--- config.mk ---
export PLATFORM = sky130hd
export DESIGN_NAME = fila_instrucoes
export DESIGN_NICKNAME = d
export VERILOG_FILES = /design/src/rtl/fila_pkg.sv /design/src/rtl/fila_mem.sv /design/src/rtl/fila_instrucoes.sv
export SDC_FILE = /design/constraint.sdc
export NUM_CORES = 1
export LEC_CHECK = 0
export CORE_MARGIN = 1.5
export CORE_UTILIZATION = 55
export CTS_CLUSTER_DIAMETER = 40
export DETAILED_ROUTE_END_ITERATION = 10
export HOLD_SLACK_MARGIN = 0.03
export PLACE_DENSITY = 0.84
export RECOVER_POWER = 100
export SYNTH_ARGS = -nofsm -noshare
export SYNTH_HDL_FRONTEND = slang
export SYNTH_SLANG_ARGS = --single-unit
--- constraint.sdc ---
create_clock -name clk -period 7.91 [get_ports clk]
set_input_delay 1.582 -clock clk [delete_from_list [all_inputs] [get_ports clk]]
set_output_delay 1.582 -clock clk [all_outputs]
set_load 0.01 [all_outputs]
--- src/rtl/fila_pkg.sv ---
// Shared constants for the instruction queue; the HALT opcode is also used by
// the BIOS/memory selector.
package fila_pkg;

    localparam logic [5:0]  OPC_HALT  = 6'b111111;
    localparam int          OPC_MSB   = 31;
    localparam int          OPC_LSB   = 26;
    localparam logic [31:0] INSTR_NOP = 32'h00000000;

    typedef logic [OPC_MSB-OPC_LSB:0] opcode_t;

    function automatic logic is_halt(input logic [31:0] instr);
        opcode_t opc;
        opc = instr[OPC_MSB:OPC_LSB];
        return opc == OPC_HALT;
    endfunction

endpackage

--- src/rtl/fila_mem.sv ---
// Entry storage for the instruction queue: one synchronous write port and one
// asynchronous read port. Contents are not reset; occupancy lives in the parent.
module fila_mem #(
    parameter int DEPTH = 4,
    parameter int WIDTH = 64
) (
    input  logic                     clk,
    input  logic                     we,
    input  logic [$clog2(DEPTH)-1:0] waddr,
    input  logic [WIDTH-1:0]         wdata,
    input  logic [$clog2(DEPTH)-1:0] raddr,
    output logic [WIDTH-1:0]         rdata
);

    logic [WIDTH-1:0] mem [DEPTH];

    always_ff @(posedge clk) begin
        if (we) begin
            mem[waddr] <= wdata;
        end
    end

    assign rdata = mem[raddr];

endmodule

--- src/rtl/fila_instrucoes.sv ---
// Instruction prefetch queue between the BIOS/memory selector and decode.
// Optional same-cycle bypass into an empty queue: define FILA_BYPASS_EN.
module fila_instrucoes
    import fila_pkg::*;
#(
    parameter int DEPTH  = 4,
    parameter int DATA_W = 32,
    parameter int ADDR_W = 32
) (
    input  logic                       clk,
    input  logic                       reset,
    input  logic                       flush,
    input  logic                       in_valid,
    input  logic [DATA_W-1:0]          in_instr,
    input  logic [ADDR_W-1:0]          in_pc,
    output logic                       in_ready,
    output logic                       out_valid,
    output logic [DATA_W-1:0]          out_instr,
    output logic [ADDR_W-1:0]          out_pc,
    input  logic                       out_ready,
    output logic [$clog2(DEPTH+1)-1:0] count,
    output logic                       halt_pending
);

    localparam int PTR_W = $clog2(DEPTH);
    localparam int CNT_W = $clog2(DEPTH+1);
    localparam int ENT_W = DATA_W + ADDR_W;

    logic [PTR_W-1:0]  wptr;
    logic [PTR_W-1:0]  rptr;
    logic [ENT_W-1:0]  rdata;
    logic [DATA_W-1:0] head_instr;
    logic [ADDR_W-1:0] head_pc;
    logic              stored_valid;
    logic              bypass;
    logic              push;
    logic              pop;
    logic              push_store;
    logic              pop_store;

    // in_ready looks only at registered state so a full queue never accepts,
    // even when decode drains an entry in the same cycle.
    assign in_ready     = (count != CNT_W'(DEPTH)) && !halt_pending;
    assign stored_valid = (count != '0);
    assign push         = in_valid & in_ready;

`ifdef FILA_BYPASS_EN
    assign bypass = (count == '0) & push;
`else
    assign bypass = 1'b0;
`endif

    assign out_valid = stored_valid | bypass;
    assign pop       = out_valid & out_ready;

    // A bypassed word taken by decode never touches storage or occupancy.
    assign push_store = push & ~(bypass & out_ready);
    assign pop_store  = pop & ~bypass;

    assign {head_instr, head_pc} = rdata;

    always_comb begin
        out_instr = DATA_W'(INSTR_NOP);
        out_pc    = '0;
        if (bypass) begin
            out_instr = in_instr;
            out_pc    = in_pc;
        end else if (stored_valid) begin
            out_instr = head_instr;
            out_pc    = head_pc;
        end
    end

    fila_mem #(
        .DEPTH (DEPTH),
        .WIDTH (ENT_W)
    ) u_mem (
        .clk   (clk),
        .we    (push_store & ~flush),
        .waddr (wptr),
        .wdata ({in_instr, in_pc}),
        .raddr (rptr),
        .rdata (rdata)
    );

    // Flush wins over any handshake so nothing fetched before a mode switch survives.
    always_ff @(posedge clk or posedge reset) begin
        if (reset) begin
            wptr         <= '0;
            rptr         <= '0;
            count        <= '0;
            halt_pending <= 1'b0;
        end else if (flush) begin
            wptr         <= '0;
            rptr         <= '0;
            count        <= '0;
            halt_pending <= 1'b0;
        end else begin
            if (push_store) begin
                wptr <= wptr + PTR_W'(1);
            end
            if (pop_store) begin
                rptr <= rptr + PTR_W'(1);
            end
            case ({push_store, pop_store})
                2'b10:   count <= count + CNT_W'(1);
                2'b01:   count <= count - CNT_W'(1);
                default: count <= count;
            endcase
            // in_ready is low while a HALT is resident, so set and clear never coincide.
            if (pop_store && is_halt(head_instr[31:0])) begin
                halt_pending <= 1'b0;
            end else if (push_store && is_halt(in_instr[31:0])) begin
                halt_pending <= 1'b1;
            end
        end
    end

endmodule
======== After elaboration in Yosys (flattened, before gate mapping) ========
Memories as Yosys holds them, arrays and structs flattened.
Index checks and enable logic that the tools add are counted.
word-level totals
  bits of input ports ..................... 69
  output and inout bits ................... 70
  RAM bits ................................ 256
  register bits after elaboration ......... 8
  memories ................................ 1
operators by class
  reductions and logical operators ........ 9
  muxes and demuxes ....................... 13
  add/subtract/negate cells ............... 4
  bitwise logic cells ..................... 4
  eq/ne operators ......................... 5
memory list
  memory     words  width  read ports  clocked after memory_dff  wr ports  line            source
  u_mem.mem  4      64     1           0                         1         fila_mem.sv:15  logic [WIDTH-1:0] mem [DEPTH];
operators with widths
  cell                   count
  $mux W32               2
  $eq A6 B6 Y1 const B   2
  $reduce_bool A3 Y1     3
  $mux W2                4
  $pmux W3 S2            1
  $mux W1                5
  $add A2 B1 Y2 const B  2
  $reduce_bool A2 Y1     2
  $add A3 B1 Y3 const B  1
  $and A1 B1 Y1          3
  $logic_and A1 B1 Y1    3
  $mux W3                1
  $ne A3 B3 Y1 const B   1
  $sub A3 B1 Y3 const B  1
  $eq A2 B1 Y1 const B   1
  $eq A2 B2 Y1 const B   1
  $logic_not A1 Y1       1
  $not A1 Y1             1

======== Logic depth before layout (Yosys ltp) ========
  depth after elaboration ................. 7
  depth in mapped cells ................... 7
  depth with buffers taken out ............ 7

======== Cells and area by module ========
A second synthesis with hierarchy kept.
unflattened totals
  cells, all modules ...................... 456
  area, all modules ....................... 10,264.8 um^2
by module, submodules not included
  module           instances  cells an instance  area each (um^2)  seq. area each (um^2)
  fila_mem         1          338                9,341.5           7,687.4
  fila_instrucoes  1          118                923.4             200.2

======== Least setup slack after synthesis ========
No wires, ideal clock.
  kind .................................... input-to-reg
  from .................................... in flush
  to ...................................... mem u_mem.mem[0][0], enable pin
  path slack .............................. 846 ps
  arrival time ............................ 6,486 ps
  stages .................................. 2
  cell sequence ........................... clkbuf_1 nor3b_1
on the way
  cells in the longest elaborated chain, start to end .. 4
RTL lines
  element                        line                   source
  start: declaration             fila_instrucoes.sv:12  input logic flush,
  $not A1 Y1                     fila_instrucoes.sv:79  .we (push_store & ~flush),
  $and A1 B1 Y1                  fila_instrucoes.sv:79
  $mux W1                        fila_mem.sv:18         if (we) begin
  $mux W1 (implied by the code)  fila_mem.sv:19         mem[waddr] <= wdata;
  end: declaration               fila_mem.sv:15
No other way between the ends.

======== Final worst setup path ========
  from .................................... reg count[0]
  to ...................................... out out_pc[9]
on the way
  cells in the longest elaborated chain, start to end .. 2
RTL lines
  element                   line                    source
  start: declaration        fila_instrucoes.sv:21   output logic [$clog2(DEPTH+1)-1:0] count,
  start signal: assignment  fila_instrucoes.sv:106  2'b10: count <= count + CNT_W'(1);
  start signal: assignment  fila_instrucoes.sv:107  2'b01: count <= count - CNT_W'(1);
  start signal: assignment  fila_instrucoes.sv:108  default: count <= count;
  $reduce_bool A3 Y1        fila_instrucoes.sv:44   assign stored_valid = (count != '0);
  $mux W32                  fila_instrucoes.sv:68   end else if (stored_valid) begin
  end: declaration          fila_instrucoes.sv:19   output logic [ADDR_W-1:0] out_pc,
No other way between the ends.

==> impl_metrics.csv <==
group,metric,value,unit
logic_synthesis,ys_seq_elements,264,
logic_synthesis,yosys_warnings,0,
sta,min_period_over_period,64.5,%
finish,nets,693,
drt,viasPerCell,5.62,
logic_synthesis,synth_fp_nets,536,
drt,first_pass_iters,8,
run_status,violations,"DRC, capacitance limit, slew limit",
sta,hold_violations,0,
worst_setup_path,crit_start,"count[0]",
logic_synthesis,avgSynthCellArea,22.1,um^2
clock_network,clock_path_buffers,3,
finish,syn_to_final_growth,25.0,%
worst_setup_path,crit_path_end,"out_pc[9]",
worst_setup_path,worstSetupStartpointType,"flip-flop",
worst_setup_path,crit_buf_inv,1,
worst_setup_path,cp.depth,3,
worst_setup_path,crit_required,6.33,ns
floorplanning,ioPinCount,139,
global_routing,grt_pass1_wl,30000,um
worst_setup_path,crit_slowest_cell,"or3_1",
sta,tightestPinTransition,2.25,ns
drt,routed_wl,19000,um
drt,routedWlPerCell,21.7,um
sta,final_max_slew_viol_count,331,
worst_setup_path,crit_fanout,66,
sta,rsz0062_at_grt,"no",
floorplanning,core,18100,um^2
worst_setup_path,reg2reg_depth,5,
drt,drc,22,
clock_network,root_buffer,"clkbuf_16",
global_routing,grt_pass1_vias,5243,
drt,ant_nets,0,
pwr,leakage,0.00409,uW
sta,fin_setup_tns,0,ns
run_status,status,"complete, but fails checks",
placement,gp_congestion,0.685,
logic_synthesis,netlist-cell-type-count,31,
sta,fmax,0.196,GHz
worst_setup_path,crit_path_end_kind,"output pin",
clock_network,cts.sinks,264,
floorplanning,die_h,139,um
floorplanning,die_area,19400,um^2
sta,holdWs,0.609,ns
logic_synthesis,synth-seq-area-share,77.3,%
logic_synthesis,syn-cell-area,10200,um^2
worst_setup_path,path_cells,"or3_1, and2_0, clkdlybuf4s50_1",
logic_synthesis,synth_cells,462,
clock_network,cts_tree,"done",
floorplanning,die_w,139,um
placement,port_buffers,138,
floorplanning,start_util,56.4,%
clock_network,ctsHoldBuffers,0,
sta,period_needed,5.10,ns
global_routing,grt_use_total,20.4,%
clock_network,numCtsBuffers,30,
clock_network,cts.clk_slew.worst_paths,0.06,ns
global_routing,antenna_found_initial,4,
clock_network,clk-insertion-delay-late,0.54,ns
worst_setup_path,path_class,"reg -> out",
floorplanning,row_count,49,
global_routing,overflow,0,
worst_setup_path,crit_family,"simple AND/OR/NAND/NOR gates",
sta,slew_headroom,-50.1,%
sta,setup_viol,0,
pwr,vdd_drop_max,0.257,mV
clock_network,cts_resized,0,
worst_setup_path,regToRegStartpoint,"count[0]",
worst_setup_path,r2r_slack,4.57,ns
worst_setup_path,r2r-end,"u_mem.mem[1][4]",
job,cap_violations,9,
placement,dp_hpwl,11400,um
finish,drive_gt1_share,18.3,%
worst_hold_path,worstHoldPathType,"reg -> reg",
worst_setup_path,slowest_delay,1.56,ns
worst_setup_path,arrival,3.52,ns
sta,fin_skew,0.0127,ns
clock_network,htree_levels,1,
drt,drt_iter0_markers,320,
drt,dr_total_vias,4913,
clock_network,postCtsSetupRepairBufs,0,
pwr,p_per_area,327,nW/um^2
global_routing,grt_max_degree,67,
logic make-up (layout without fill, tap and decap cells):
kind of cell	after synthesis	count (layout)	synth area share, %
flops	264	264	77.3
simple gates	90	90	5.33
mux	69	69	14.6
buf+inv	26	205	1.15
fa+ha+maj	5	5	0.687
compound gates	4	4	0.454
xor+xnor	4	4	0.417
other cells	0	4	0
layer usage:
layer / track usage (%) / up-vias / wire (um)
li1: - / 2191 / -
met2: 34.3 / 159 / 9720
met3: 4.80 / 31 / 1180
met5: 0 / - / 25
met1: 27.6 / 2528 / 7730
met4: 4.65 / 4 / 302
worst min path at each step:
stage / slack [ns] / cells after the start / startpoint / to
5_1_grt: 0.65 / 2 / wptr[1] / wptr[1]
3_3_place_gp: 0.56 / 2 / wptr[1] / wptr[1]
6_report: 0.61 / 2 / wptr[1] / wptr[1]
2_1_floorplan: 0.54 / 2 / wptr[1] / wptr[1]
3_5_place_dp: 0.59 / 2 / wptr[1] / wptr[1]
4_1_cts: 0.60 / 2 / wptr[1] / wptr[1]
stage by stage:
step                      cells  power, uW  area, um^2  setup slack (ns)  util, %
after floorplan             462       2410       10200             0.846        -
final                       874       4170       12800              2.81     70.5
after detailed placement    816       2970       11900              3.42     65.6
after global placement      816       2950       11900              3.42     65.6
after global routing        871       4360       12700              2.42     70.5
after CTS                   870       4270       12800              2.83     70.9
layout by cell type, fill, tap and decap left out, types with 3 or more instances in the layout:
cell type and n:
edfxtp_1 256, dlygate4sd3_1 87, mux4_2 64, and2_0 51, clkdlybuf4s50_1 51, clkbuf_16 31
and2_1 14, nor2_1 9, clkbuf_1 9, clkinvlp_4 6, dfrtp_1 6, clkinv_1 5
diode_2 4, inv_1 4, nor3b_1 4, ha_1 4, clkinv_2 4, mux2i_1 3
synth_stat cells:
cell type | instances | area, um^2
a211oi_4 | 1 | 20.0
a21oi_1 | 1 | 5.00
a41oi_1 | 1 | 8.76
and2_1 | 65 | 407
and4_1 | 1 | 8.76
buf_1 | 3 | 11.3
buf_2 | 4 | 20.0
buf_4 | 4 | 30.0
clkbuf_1 | 11 | 41.3
dfrtp_1 | 8 | 200
edfxtp_1 | 256 | 7690
fa_1 | 1 | 20.0
ha_1 | 4 | 50.1
inv_1 | 4 | 15.0
mux2_1 | 2 | 22.5
mux2i_1 | 3 | 30.0
mux4_2 | 64 | 1440
nand2_1 | 1 | 3.75
nand2b_1 | 2 | 12.5
nand3_1 | 2 | 10.0
nand4b_1 | 1 | 8.76
nor2_1 | 9 | 33.8
nor2_2 | 1 | 6.26
nor2b_1 | 2 | 12.5
nor3_1 | 1 | 5.00
nor3b_1 | 4 | 30.0
o31ai_2 | 1 | 12.5
or3_1 | 1 | 6.26
xnor2_1 | 1 | 8.76
xor2_1 | 2 | 17.5
xor2_2 | 1 | 16.3
worst reg2reg max path, delay by kind of cell, from the launching register on:
kind,cells,cell delay [ns]
buffers and inverters,1,1.65
DFF,1,0.48
AOI/OAI and AO/OA,1,0.23
and+or+nand+nor,3,0.55
final cells by class:
cell class / count / area (um^2)
flip-flops and latches: 264 / 7900
multi-input cells: 172 / 2180
clock buffers: 32 / 779
fillers: 1059 / 5330
clock inverters: 22 / 171
repair buffers: 147 / 1420
diodes: 4 / 10.0
well taps: 229 / 287
inverters: 4 / 15.0
where the power goes:
| group | total, uW | switching [uW] | internal, uW |
|---|---|---|---|
| Combinational | 1140 | 496 | 648 |
| Clock | 1290 | 541 | 752 |
| Sequential | 1730 | 92.2 | 1640 |
registers in the layout (all words and copies together) (netlist names):
signal        cells
count             3
halt_pending      1
wptr              2
rptr              2
u_mem.mem       256
(Power assumes the default switching activity.)
